File: config.mk
export PLATFORM = sky130hd
export DESIGN_NAME = shift_sequencer
export DESIGN_NICKNAME = d
export VERILOG_FILES = /design/src/rtl/shift_sequencer.sv
export SDC_FILE = /design/constraint.sdc
export NUM_CORES = 1
export LEC_CHECK = 0
export CAP_MARGIN = 10
export CORE_ASPECT_RATIO = 1.5
export CORE_MARGIN = 1
export CORE_UTILIZATION = 45
export DETAILED_ROUTE_END_ITERATION = 16
export HOLD_SLACK_MARGIN = 0.12
export PLACE_DENSITY = 0.74
export SYNTH_ARGS = -nofsm -noshare
export SYNTH_HDL_FRONTEND = slang
export SYNTH_SLANG_ARGS = --single-unit
File: constraint.sdc
create_clock -name clk -period 5.1 [get_ports clk]
set_clock_uncertainty 0.1 [all_clocks]
set_input_delay 0.765 -clock clk [delete_from_list [all_inputs] [get_ports clk]]
set_output_delay 0.765 -clock clk [all_outputs]
set_load 0.01 [all_outputs]
File: src/rtl/shift_sequencer.sv
// Multi-cycle shift/rotate unit: applies one single-bit step per clock.
// Carry threads between steps, so the result is a multi-bit shift or a rotate through carry.
package shifter_types;
   typedef enum logic [1:0] {
      SHL = 2'd0,
      SHR = 2'd1,
      ROL = 2'd2,
      ROR = 2'd3
   } cmd_t;
endpackage

module shift_sequencer
   import shifter_types::*;
#(
   parameter int WIDTH = 32,
   parameter int CNTW  = $clog2(WIDTH)
) (
   input  logic             clk,
   input  logic             rst,
   input  logic             start,
   input  cmd_t             cmd,
   input  logic [WIDTH-1:0] B,
   input  logic             Cin,
   input  logic [CNTW-1:0]  amount,
   output logic             busy,
   output logic             done,
   output logic [WIDTH-1:0] data,
   output logic             C,
   output logic             Z
);

   typedef enum logic [1:0] {
      IDLE  = 2'd0,
      SHIFT = 2'd1,
      DONE  = 2'd2
   } state_t;

   state_t           state, state_n;
   cmd_t             cmd_r, cmd_n;
   logic [CNTW-1:0]  cnt, cnt_n;
   logic [WIDTH-1:0] data_n;
   logic             c_n;
   logic             z_n;

   always_ff @(posedge clk) begin
      if (rst) begin
         state <= IDLE;
         cmd_r <= SHL;
         cnt   <= '0;
         data  <= '0;
         C     <= 1'b0;
         Z     <= 1'b0;
      end else begin
         state <= state_n;
         cmd_r <= cmd_n;
         cnt   <= cnt_n;
         data  <= data_n;
         C     <= c_n;
         Z     <= z_n;
      end
   end

   always_comb begin
      state_n = state;
      cmd_n   = cmd_r;
      cnt_n   = cnt;
      data_n  = data;
      c_n     = C;
      z_n     = Z;
      unique case (state)
         IDLE: begin
            if (start) begin
               data_n  = B;
               c_n     = Cin;
               cmd_n   = cmd;
               cnt_n   = amount;
               state_n = (amount != '0) ? SHIFT : DONE;
            end
         end
         SHIFT: begin
            unique case (cmd_r)
               SHL: begin
                  c_n    = data[WIDTH-1];
                  data_n = {data[WIDTH-2:0], 1'b0};
               end
               SHR: begin
                  c_n    = data[0];
                  data_n = {1'b0, data[WIDTH-1:1]};
               end
               ROL: begin
                  c_n    = data[WIDTH-1];
                  data_n = {data[WIDTH-2:0], C};
               end
               ROR: begin
                  c_n    = data[0];
                  data_n = {C, data[WIDTH-1:1]};
               end
               default: begin
                  c_n    = 1'b0;
                  data_n = '0;
               end
            endcase
            cnt_n = cnt - 1'b1;
            if (cnt == CNTW'(1)) state_n = DONE;
         end
         DONE: state_n = IDLE;
         default: state_n = IDLE;
      endcase
      // Z is registered on entry to DONE so it is valid alongside done
      if (state_n == DONE) z_n = (data_n == '0);
   end

   assign busy = (state != IDLE);
   assign done = (state == DONE);

endmodule

==> results of run 1 <==
==> per-layer routing <==
metal  vias to the layer above  track usage (%)
met1                      1538             38.6
li1                       1506                -
met5                         -                0
met3                        52             4.52
met2                       180             49.0
met4                         0             20.5
==> cell families (layout without fill, tap and decap cells) <==
logic type	Yosys count	in the layout	share of synthesized area (%)
muxes	43	43	15.6
AOI/OAI and AO/OA	123	123	28.9
and+or+nand+nor	119	119	19.3
adders and majority gates	2	2	0.859
DFF	43	43	29.6
buffers and inverters	37	101	5.76
==> path summary, 6_finish.rpt <==
path                                       endpoint  depth (start not counted)
worst max-delay path                 Z$_SDFFE_PP0N_                          8
worst min-delay path            cnt[1]$_SDFFE_PP0P_                          2
worst max register to register       Z$_SDFFE_PP0N_                          7
worst min register to register  cnt[1]$_SDFFE_PP0P_                          2
==> power by group through the flow <==
stage | combinational, mW | clock, mW | sequential, mW
global route | 0.378 | 0.245 | 0.435
global placement | 0.339 | 0 | 0.434
floorplan | 0.200 | 0 | 0.426
CTS | 0.346 | 0.229 | 0.427
finish | 0.350 | 0.228 | 0.430
detailed placement | 0.344 | 0 | 0.435
==> state kept, by name, indices dropped and copies added (netlist names) <==
signal / flops
data: 32
cnt: 5
cmd_r: 2
state: 2
C: 1
Z: 1
==> layout by cell type (no fill, tap or decap), types with 4 or more instances in the layout <==
cell type | synthesis | final
o22a_1 | 5 | 5
dfxtp_1 | 43 | 42
nand3_1 | 6 | 6
clkbuf_8 | 0 | 5
a2bb2oi_1 | 4 | 4
nor4_1 | 6 | 6
a22oi_1 | 6 | 6
nor3_1 | 8 | 8
mux2i_1 | 27 | 27
nand2_1 | 30 | 30
o21ai_0 | 10 | 10
o22ai_1 | 21 | 21
o21ai_1 | 5 | 5
clkdlybuf4s50_1 | 0 | 78
a211oi_1 | 13 | 13
a21oi_1 | 27 | 27
mux2_1 | 5 | 5
buf_4 | 1 | 8
nand2b_1 | 4 | 4
nor2b_1 | 4 | 4
mux2_2 | 10 | 10
inv_1 | 7 | 7
nor2_1 | 42 | 42
==> worst max-delay path: stages <==
cell	delay, ns
clkdlybuf4s50_1	0.48
buf_4	0.40
nand2b_1	0.48
o22ai_1	0.32
o22ai_1	0.14
or4b_1	0.48
or4_1	0.54
o31ai_2	0.18
==> through the flow <==
step,hold slack [ns],utilization [%],cells
2_1_floorplan,0.345,-,367
3_3_place_gp,0.364,60.0,497
3_5_place_dp,0.375,60.0,497
4_1_cts,0.387,61.4,505
5_1_grt,0.426,61.4,505
6_report,0.385,61.4,505
==> synth_stat cells, types with 5 or more instances <==
| cell type | number |
|---|---|
| a22oi_1 | 6 |
| buf_2 | 8 |
| mux2_2 | 10 |
| nand3_1 | 6 |
| inv_1 | 7 |
| o22a_1 | 5 |
| nor2_1 | 42 |
| a211oi_1 | 13 |
| clkbuf_1 | 18 |
| o21ai_0 | 10 |
| o21ai_1 | 5 |
| mux2_1 | 5 |
| nor3_1 | 8 |
| o22ai_1 | 21 |
| a21oi_1 | 27 |
| dfxtp_1 | 43 |
| mux2i_1 | 27 |
| nor4_1 | 6 |
| nand2_1 | 30 |
==> final cells by class <==
class                   instances  area share, %
clock inverters                 2          0.330
inverters                       7          0.693
flip-flops and latches         43           22.7
repair buffers                 86           22.2
well taps                      74           2.44
clock buffers                   6           1.91
multi-input cells             287           49.7
==> flow_summary_export.csv, run 1 <==
group,metric,value,unit
outcome,status,"completed",
setup_path,worst_ep_required_time,5.23,ns
global_route,grtUsageTotal,31.2,%
layout,multi_input_area,0.00188,mm2
routing,highest_layer,"met4",
power_and_ir_drop,p_per_area,266,mW/mm2
layout,stdcell_area,0.00379,mm2
placed_design,place_congestion,0.930,
synthesis,synth_edf_count,0,
cts,cts_buffer_depth,2,
power_and_ir_drop,p_sw_share,36.1,%
routing,viasPerCell,6.49,
cts,clk_pin_slew,0.09,ns
min_path,hold_path.class,"flip-flop to flip-flop",
cts,cts_setup_buffers,0,
cts,cts_resized,0,
sta,fmax,0.272,GHz
routing,wl_met2,4.89,mm
power_and_ir_drop,internal_power,0.644,mW
power_and_ir_drop,p_total,1.01,mW
sta,fin_setup_tns,0,ns
layout,nNetsFinal,475,
cts,cts_made_buffers,5,
sta,maxSlewViolCount,0,
cts,clockRootBuffer,"clkbuf_8",
synthesis,yosys_warnings,0,
placed_design,dpl.hpwl,7.17,mm
cts,htreeDepth,2,
setup_path,end_kind,"flip-flop",
synthesis,synth_top_cell_by_area,"dfxtp_1",
synthesis,syn_avg_cell_area,7.94,um2
global_route,antenna_found_initial,0,
synthesis,synth-seq-area-share,29.6,%
sta,period_share,72.1,%
die,start_util,47.2,%
min_path,worstHoldStart,"cnt[1]$_SDFFE_PP0P_",
sta,rsz0062_at_grt,"false",
flow_run,cap_violations,0,
global_route,grt_pass1_wl,16.1,mm
setup_path,reg2reg_slack,1.84,ns
power_and_ir_drop,leakagePower,1.35,nW
routing,first_pass_iters,6,
synthesis,syn-cell-area,0.00291,mm2
die,die_width,67.7,um
layout,fillers,583,
synthesis,synth-main-ff-cell,"dfxtp_1",
power_and_ir_drop,p_switching,0.364,mW
synthesis,synth.area.top_cells,"dfxtp_1, mux2i_1, nor2_1",
layout,regArea,862,um2
setup_path,rr_startpoint,"state[1]$_SDFF_PP0_",
die,rows,35,
synthesis,synth_cell_types,58,
layout,drive_gt1_share,7.66,%
power_and_ir_drop,irDropWorstVdd,0.158,mV
layout,antenna_cells,0,
power_and_ir_drop,pwr-share-seq,42.7,%
sta,tightestPinTransition,1.06,ns
sta,min_period,3.68,ns
die,die_area,0.00681,mm2
sta,relSlewSlack,29.1,%
routing,drtIter0Drc,290,
setup_path,worstSetupStartpointType,"input pin",
setup_path,cp_max_fo,41,
setup_path,cp.arrival,3.81,ns
global_route,grt-ovfl-total,0,
power_and_ir_drop,pwr-share-comb,34.7,%
die,ios,79,
setup_path,crit_start,"start",
synthesis,synth_seq_cells,43,
die,die_y,101,um
synthesis,synth_nets,412,
placed_design,placed_area,0.00371,mm2
synthesis,asyncSetResetFlopFracSynth,0,%
synthesis,synth.top_cell.area_share,29.6,%
routing,drc,0,
cts,cts_tree,"done",
global_route,grt_pass1_vias,3244,
placed_design,pre_cts_ws,1.17,ns
power_and_ir_drop,clockPowerShare,22.6,%
cts,ctsHoldBuffers,0,
layout,areaGrowthSynthToFinish,30.2,%
cts,clk_latency,0.31,ns
cts,clock-sinks,43,
placed_design,io_buffers,78,
routing,wl,10.0,mm
synthesis,postSynthCellCount,367,
die,core_area,0.00617,mm2
routing,m1WireLength,3.82,mm
sta,setup_viol,0,
routing,vias,3276,
routing,ant_nets,0,
global_route,grt_max_degree,44,
routing,wl_per_cell,19.9,um
sta,fin_ws,1.42,ns
sta,finalHoldViolCount,0,
setup_path,critPathKind,"input pin to flip-flop",
routing,met3_wirelength,725,um
Power figures use the tool's default switching activity.
==> inputs of run 2 (changes only) <==
Clock period 5.1 ns to 3.71 ns, I/O delays scaled along.
==> flow_summary_export.csv, run 2 (same netlist as run 1, synthesis figures left out) <==
group,metric,value,unit
placed_design,dpl.hpwl,7.19,mm
power_and_ir_drop,p_sw_share,32.5,%
min_path,worstHoldPathCells,2,
sta,fin_setup_tns,0,ns
power_and_ir_drop,irDropWorstVdd,0.235,mV
setup_path,regToRegEndpoint,"Z$_SDFFE_PP0N_",
cts,cts_tree,"done",
global_route,grt_pass1_wl,15.7,mm
die,die_y,101,um
cts,cts_setup_buffers,0,
die,start_util,47.2,%
routing,wl,10.1,mm
sta,rsz0062_at_grt,"false",
routing,ant_nets,0,
layout,top_regs,"data x32, cnt x5",
routing,wl_per_cell,19.8,um
power_and_ir_drop,pwr-share-comb,32.0,%
sta,setup_viol,0,
setup_path,worstSetupStartpointType,"input pin",
min_path,hold_path.class,"flip-flop to flip-flop",
layout,largest-register,"data",
outcome,status,"completed",
placed_design,pre_cts_ws,0.292,ns
cts,clk_latency,0.30,ns
sta,finalHoldViolCount,0,
placed_design,io_buffers,78,
setup_path,worst_ep_required_time,3.83,ns
layout,final_cell_mix,"clkdlybuf4s50_1, dfxtp_1, nor2_1, nand2_1",
routing,vias,3326,
layout,nNetsFinal,480,
setup_path,cp_max_fo,41,
sta,tightestPinTransition,0.654,ns
cts,clockRootBuffer,"clkbuf_8",
routing,first_pass_iters,5,
sta,period_share,86.0,%
sta,relSlewSlack,56.3,%
die,die_width,67.7,um
power_and_ir_drop,internal_power,1.03,mW
cts,ctsHoldBuffers,0,
layout,drive_gt1_share,8.72,%
global_route,grt-ovfl-total,0,
routing,viasPerCell,6.52,
layout,areaGrowthSynthToFinish,33.1,%
global_route,grt_max_degree,43,
die,die_area,0.00681,mm2
setup_path,ff2ff_path_depth,7,
power_and_ir_drop,clockPowerShare,29.1,%
cts,cts_buffer_depth,2,
layout,largest_register_ffs,32,
power_and_ir_drop,p_switching,0.494,mW
min_path,hold_end,"cnt[1]$_SDFFE_PP0P_",
placed_design,place_congestion,0.975,
sta,min_period,3.19,ns
power_and_ir_drop,pwr-share-seq,38.9,%
layout,antenna_cells,0,
layout,fillers,556,
setup_path,reg2reg_slack,0.74,ns
die,core_area,0.00617,mm2
cts,clk_pin_slew,0.09,ns
global_route,grt_pass1_vias,3099,
flow_run,cap_violations,0,
min_path,worstHoldStart,"cnt[1]$_SDFFE_PP0P_",
cts,cts_resized,0,
die,ios,79,
global_route,grtUsageTotal,30.9,%
sta,maxSlewViolCount,0,
layout,final_common_cell,"clkdlybuf4s50_1",
die,rows,35,
cts,clock-sinks,43,
routing,drtIter0Drc,214,
setup_path,end_kind,"flip-flop",
cts,htreeDepth,2,
setup_path,critPathKind,"input pin to flip-flop",
setup_path,rr_startpoint,"state[1]$_SDFF_PP0_",
global_route,antenna_found_initial,0,
power_and_ir_drop,leakagePower,1.40,nW
power_and_ir_drop,p_per_area,392,mW/mm2
layout,final_util,62.8,%
routing,drc,0,
sta,fmax,0.313,GHz
setup_path,cp.arrival,3.31,ns
sta,fin_ws,0.519,ns
cts,cts_made_buffers,5,
==> run 2: cell count changes in the layout (fill, tap and decap cells not counted) <==
| cell | before | now |
|---|---|---|
| clkinvlp_4 | 1 | 0 |
| buf_4 | 8 | 13 |
| clkinv_2 | 1 | 0 |
| bufinv_16 | 0 | 2 |
==> run 2: worst max path at each step <==
| stage | from | endpoint | slack, ns | depth (start not counted) |
|---|---|---|---|---|
| after detailed placement | start | Z$_SDFFE_PP0N_ | 0.29 | 8 |
| after global placement | start | Z$_SDFFE_PP0N_ | 0.37 | 8 |
| after floorplan | start | Z$_SDFFE_PP0N_ | 1.08 | 7 |
| after CTS | start | Z$_SDFFE_PP0N_ | 0.60 | 8 |
| final | start | Z$_SDFFE_PP0N_ | 0.52 | 8 |
| after global routing | start | Z$_SDFFE_PP0N_ | 0.41 | 8 |
==> run 2: worst max-delay path: stages <==
cell and delay (ns):
clkdlybuf4s50_1 0.47, buf_4 0.41, nand2b_1 0.31, o22ai_1 0.26, o22ai_1 0.12, or4b_1 0.47, or4_1 0.53, o31ai_2 0.17
==> run 2: metrics by stage <==
step                instances  cell area [um2]  hold slack [ns]  total power, mW
detailed placement        502             3740            0.377             1.08
global route              510             3880            0.420             1.59
global placement          502             3740            0.361             1.07
floorplan                 367             2910            0.345            0.860
CTS                       510             3880            0.391             1.51
finish                    510             3880            0.386             1.52
==> run 2: metal layers <==
layer | global-route usage, % | vias to the layer above | wire length [um]
met1 | 37.5 | 1549 | 3830
met5 | 0 | - | 0
met3 | 5.20 | 51 | 776
met2 | 49.4 | 204 | 4950
li1 | - | 1522 | -
met4 | 18.7 | 0 | 548
==> run 2: final cells by class <==
type / instances / area (um2) / area share, %
Sequential cell: 43 / 862 / 22.2
Tap cell: 74 / 92.6 / 2.39
Timing Repair Buffer: 91 / 878 / 22.7
Multi-Input combinational cell: 287 / 1880 / 48.6
Clock buffer: 6 / 72.6 / 1.87
Inverter: 7 / 26.3 / 0.678
Clock inverter: 2 / 60.1 / 1.55
==> run 2: power by group through the flow <==
stage	Clock (mW)	Sequential (mW)	Combinational [mW]
finish	0.442	0.591	0.487
global route	0.465	0.597	0.525
CTS	0.445	0.588	0.481
detailed placement	0	0.598	0.477
global placement	0	0.597	0.473
floorplan	0	0.585	0.275
